**src/rtl/mem_arb_pkg.sv**
```systemverilog
// Shared types for the two-port memory arbiter: FSM states, grant encoding
// and the round-robin priority pointer values.
package mem_arb_pkg;

  typedef enum logic [1:0] {
    IDLE,
    BUSY,
    RESP
  } state_t;

  typedef enum logic [1:0] {
    GNT_NONE = 2'b00,
    GNT_CPU  = 2'b01,
    GNT_DBG  = 2'b10
  } grant_t;

  localparam logic PTR_CPU = 1'b0;
  localparam logic PTR_DBG = 1'b1;

endpackage

```
**src/rtl/mem_arbiter_rr_pick2.sv**
```systemverilog
// Combinational two-way round-robin pick: a lone requester always wins and
// a tie goes to whichever port holds the priority pointer.
import mem_arb_pkg::*;

module rr_pick2 (
  input  logic [1:0] req,  // [0] cpu, [1] dbg
  input  logic       ptr,
  output grant_t     win
);

  always_comb begin
    win = GNT_NONE;
    case (req)
      2'b01:   win = GNT_CPU;
      2'b10:   win = GNT_DBG;
      2'b11:   win = (ptr == PTR_DBG) ? GNT_DBG : GNT_CPU;
      default: win = GNT_NONE;
    endcase
  end

endmodule

```
**src/rtl/mem_arbiter.sv**
```systemverilog
// Round-robin arbiter sharing one memory between the CPU and a debug/loader
// port; each access is latched at grant and held for MEM_LAT cycles.
import mem_arb_pkg::*;

module mem_arbiter #(
  parameter int ADDR_W  = 32,
  parameter int DATA_W  = 32,
  parameter int MEM_LAT = 1
) (
  input  logic              clock,
  input  logic              reset,
  input  logic              cpu_req,
  input  logic              cpu_we,
  input  logic [ADDR_W-1:0] cpu_addr,
  input  logic [DATA_W-1:0] cpu_wdata,
  output logic [DATA_W-1:0] cpu_rdata,
  output logic              cpu_ready,
  input  logic              dbg_req,
  input  logic              dbg_we,
  input  logic [ADDR_W-1:0] dbg_addr,
  input  logic [DATA_W-1:0] dbg_wdata,
  output logic [DATA_W-1:0] dbg_rdata,
  output logic              dbg_ready,
  output logic              mem_en,
  output logic              mem_we,
  output logic [ADDR_W-1:0] mem_addr,
  output logic [DATA_W-1:0] mem_wdata,
  input  logic [DATA_W-1:0] mem_rdata,
  output logic [1:0]        grant
);

  localparam int CNT_W = (MEM_LAT > 1) ? $clog2(MEM_LAT) : 1;
  localparam logic [CNT_W-1:0] CNT_LOAD = CNT_W'(MEM_LAT - 1);

  generate
    if (MEM_LAT < 1) begin : g_lat_check
      $error("mem_arbiter: MEM_LAT must be at least 1");
    end
  endgenerate

  state_t              state, state_nx;
  grant_t              gnt, win;
  logic                ptr;
  logic [CNT_W-1:0]    cnt;
  logic                lat_we;
  logic [ADDR_W-1:0]   lat_addr;
  logic [DATA_W-1:0]   lat_wdata;

  rr_pick2 u_pick (
    .req ({dbg_req, cpu_req}),
    .ptr (ptr),
    .win (win)
  );

  always_comb begin
    state_nx = state;
    case (state)
      IDLE:    if (win != GNT_NONE) state_nx = BUSY;
      BUSY:    if (cnt == '0) state_nx = RESP;
      RESP:    state_nx = IDLE;
      default: state_nx = IDLE;
    endcase
  end

  always_ff @(posedge clock) begin
    if (reset) begin
      state     <= IDLE;
      gnt       <= GNT_NONE;
      ptr       <= PTR_CPU;
      cnt       <= '0;
      lat_we    <= 1'b0;
      lat_addr  <= '0;
      lat_wdata <= '0;
      cpu_rdata <= '0;
      dbg_rdata <= '0;
    end else begin
      state <= state_nx;
      case (state)
        IDLE: begin
          if (win != GNT_NONE) begin
            gnt <= win;
            cnt <= CNT_LOAD;
            if (win == GNT_CPU) begin
              lat_we    <= cpu_we;
              lat_addr  <= cpu_addr;
              lat_wdata <= cpu_wdata;
            end else begin
              lat_we    <= dbg_we;
              lat_addr  <= dbg_addr;
              lat_wdata <= dbg_wdata;
            end
          end
        end
        BUSY: begin
          // Read data is only valid in the last BUSY cycle.
          if (cnt == '0) begin
            if (!lat_we) begin
              if (gnt == GNT_CPU) cpu_rdata <= mem_rdata;
              else                dbg_rdata <= mem_rdata;
            end
          end else begin
            cnt <= cnt - CNT_W'(1);
          end
        end
        RESP: begin
          ptr <= (gnt == GNT_CPU) ? PTR_DBG : PTR_CPU;
          gnt <= GNT_NONE;
        end
        default: gnt <= GNT_NONE;
      endcase
    end
  end

  assign mem_en    = (state == BUSY);
  assign mem_we    = mem_en && lat_we;
  assign mem_addr  = lat_addr;
  assign mem_wdata = lat_wdata;
  assign cpu_ready = (state == RESP) && (gnt == GNT_CPU);
  assign dbg_ready = (state == RESP) && (gnt == GNT_DBG);
  assign grant     = gnt;

endmodule
```
**config.mk**
```make
export PLATFORM = sky130hd
export DESIGN_NAME = mem_arbiter
export DESIGN_NICKNAME = d
export VERILOG_FILES = /design/src/rtl/mem_arb_pkg.sv /design/src/rtl/mem_arbiter_rr_pick2.sv /design/src/rtl/mem_arbiter.sv
export SDC_FILE = /design/constraint.sdc
export NUM_CORES = 1
export LEC_CHECK = 0
export CAP_MARGIN = 20
export CORE_AREA = 2 2 118 120
export CTS_CLUSTER_DIAMETER = 60
export DETAILED_ROUTE_END_ITERATION = 6
export DIE_AREA = 0 0 120 122
export DONT_BUFFER_PORTS = 1
export PLACE_DENSITY = 0.58
export SLEW_MARGIN = 40
export SYNTH_ARGS = -nofsm -noshare
export SYNTH_HDL_FRONTEND = slang
export SYNTH_SLANG_ARGS = --single-unit
```
**constraint.sdc**
```tcl
create_clock -name clock -period 3.2 [get_ports clock]
set_clock_uncertainty 0.05 [all_clocks]
set_input_delay 0.32 -clock clock [delete_from_list [all_inputs] [get_ports clock]]
set_output_delay 0.32 -clock clock [all_outputs]
set_load 0.03 [all_outputs]
```
==> qor.csv <==
metric;value;unit
Hold WC Path Type;in2reg;
Avg WL per Cell;20.48;um
Max-Cap Viols;0;
Seq/Total Area, Yosys;47.37;%
Crit Path Max Fanout;8;
Num CTS Buffers;17;
final period utilization;74.38;%
Initial Utilization;41.93;%
die area;0.01464;mm2
worst skew pair latency;0.41;ns
chip width;120;um
Critical Path RT;2.83;ns
Post-synth EDFFs;0;
WP data arrival;2.01;ns
top-area cell type share of the netlist area;47.37;%
I/O Buffers;0;
first-pass GRT wire length;27.24;mm
clk sinks;134;
syn_area_per_cell;8.044;um2
CTS-repair resized insts;0;
fin cells;870;
Area Overhead vs Synth;16.95;%
Core ar.;0.01350;mm2
Most used DFF post-synth;dfxtp_1;
Worst Setup Start Kind;flop;
I/O Pins;300;
Gate Count Post-Synth;704;
Final ANT Viol Nets;0;
initial drt markers;570;
Syn Std Cell Area;0.005663;mm2
layout cell share with drive strength beyond 1;7.681;%
hpwl dp;10.83;mm
GRT Overall Usage;23.15;%
Placer Congestion;0.8106;
Die Height;122;um
largest area contributor in the netlist;dfxtp_1;
Slew headroom;50.64;%
Final Hold Viols;0;
TritonRoute pass-1 iters;5;
largest net degree at the start of global routing;135;
top cells by area, synth;dfxtp_1, nand3_1, o21ai_0;
Ys Warns;0;
setup TNS;0;ns
worst-case clock buffer depth;2;
Cell Rows;43;
FMAX;420.1;MHz
Worst Tran Pin Value;0.7404;ns
Tmin final;2.380;ns
GRT overflow;0;
Clk pin slew, worst setup/hold paths;0.06;ns
status;completed;
detailed-route via count;5573;
Worst Setup Path Type;reg2out;
total routed wirelength;17.82;mm
FFs w/ async S/R, synth;0;%
Crit. End Element;output port;
vias in the first global route;5215;
maximum VDD drop;0.3865;mV
PwrDens;689.2;mW/mm2
via/cell ratio;6.406;
CTS tree;done;
H-tree depth;4;
initial antenna violation count;0;
Final Setup Violations;0;
Cell variety after synth;25;
nets;844;
Slew Limit Fails;0;
unrepaired setup endpoints after global routing;no;
leak pwr;0.002108;uW
clock root cell;clkbuf_16;
Cells after DPL;805;
DRC;0;
Synth Net Count;870;
Ant. Diodes;0;
Yosys reg bits;134;
worst paths after layout:
kind,cells past startpoint,endpoint,start,slack (ns)
max reg2reg,4,cpu_rdata[13]$_SDFFE_PP0P_,grant[1]$_SDFFE_PP0P_,1.29
min reg2reg,2,lat_we$_SDFFE_PP0P_,lat_we$_SDFFE_PP0P_,0.51
min,2,mem_addr[19]$_SDFFE_PP0P_,cpu_addr[19],0.02
max,3,mem_we,state[0]$_SDFFE_PP0P_,0.82
power by group:
group	internal, uW	total [uW]	switching [uW]
combinational	161	491	330
clock	1300	2010	714
sequential	1780	2060	282
registers in the layout (all words and copies together), names as in the netlist:
signal,flops
state,2
mem_wdata,32
mem_addr,32
lat_we,1
dbg_rdata,32
grant,2
cpu_rdata,32
ptr,1
synth_stat cells (all sizes together), types with 2 or more instances:
cell type / n
nor3: 4
dfxtp: 134
clkbuf: 61
nor2: 5
a31oi: 65
buf: 32
nand4: 65
a21oi: 64
nor3b: 2
nand2b: 5
nand3: 129
o21ai: 129
cell type report:
type                       count  area [um2]
clock inverter                 8       121.4
tap                          180       225.2
fill                        1264        6882
inverter                       1       3.754
clock buffer                  23       488.0
multi-input combinational    476        2618
sequential                   134        2683
timing repair buffer          48       484.2
stage by stage:
step	power, uW	cell area (um2)	utilization (%)	setup WS, ns	hold WS (ns)
floorplan	2444	5663	-	1.412	0.4177
global placement	2491	5632	41.70	1.255	0.3491
detailed placement	2510	5634	41.72	1.253	0.3510
CTS	4595	6591	48.81	0.7992	0.0005915
global route	4746	6623	49.04	0.7294	0.0003861
finish	4565	6623	49.04	0.8198	0.01942
per-layer routing:
| metal | share of wire [%] | up-vias | GRT usage [%] |
|---|---|---|---|
| met5 | 0 | - | 0 |
| met4 | 2.2 | 0 | 10.00 |
| met3 | 9.9 | 31 | 8.333 |
| met2 | 48 | 297 | 36.75 |
| met1 | 40 | 2645 | 28.35 |
| li1 | - | 2600 | - |
timing repair:
item	in CTS	in global routing
buffers inserted	0	0
endpoints found under the hold margin	134	0
hold buffers	33	0
cells in the final DEF, fill, tap and decap left out, types with 2 or more instances in the layout:
master / synthesis / final
dfxtp_1: 134 / 134
nand3_1: 129 / 129
o21ai_0: 121 / 121
nand4_1: 65 / 65
a31oi_1: 65 / 65
a21oi_1: 64 / 64
dlygate4sd3_1: 0 / 32
clkbuf_16: 0 / 17
buf_4: 1 / 13
o21ai_1: 8 / 8
nor3_1: 4 / 4
clkbuf_8: 0 / 4
nor2_1: 5 / 3
nand2b_1: 5 / 3
bufinv_16: 0 / 3
clkinv_2: 0 / 3
nand2b_2: 0 / 2
nor2_4: 0 / 2
clkbuf_1: 55 / 2
buf_16: 0 / 2
critical path, cell delays in order, from the launching register on:
cell and delay, ns:
dfxtp_1 0.47, inv_1 0.13, nor2_1 0.57, and2_1 0.42
cell families (layout without fill, tap and decap cells):
family	Yosys count	count (layout)	share of synthesized area, %
DFF	134	134	47.37
AOI/OAI and AO/OA	261	261	24.66
buffers and inverters	94	80	7.225
muxes	1	1	0.1768
and+or+nand+nor	214	214	20.57
Note: power is estimated with default switching activity, not from simulation.
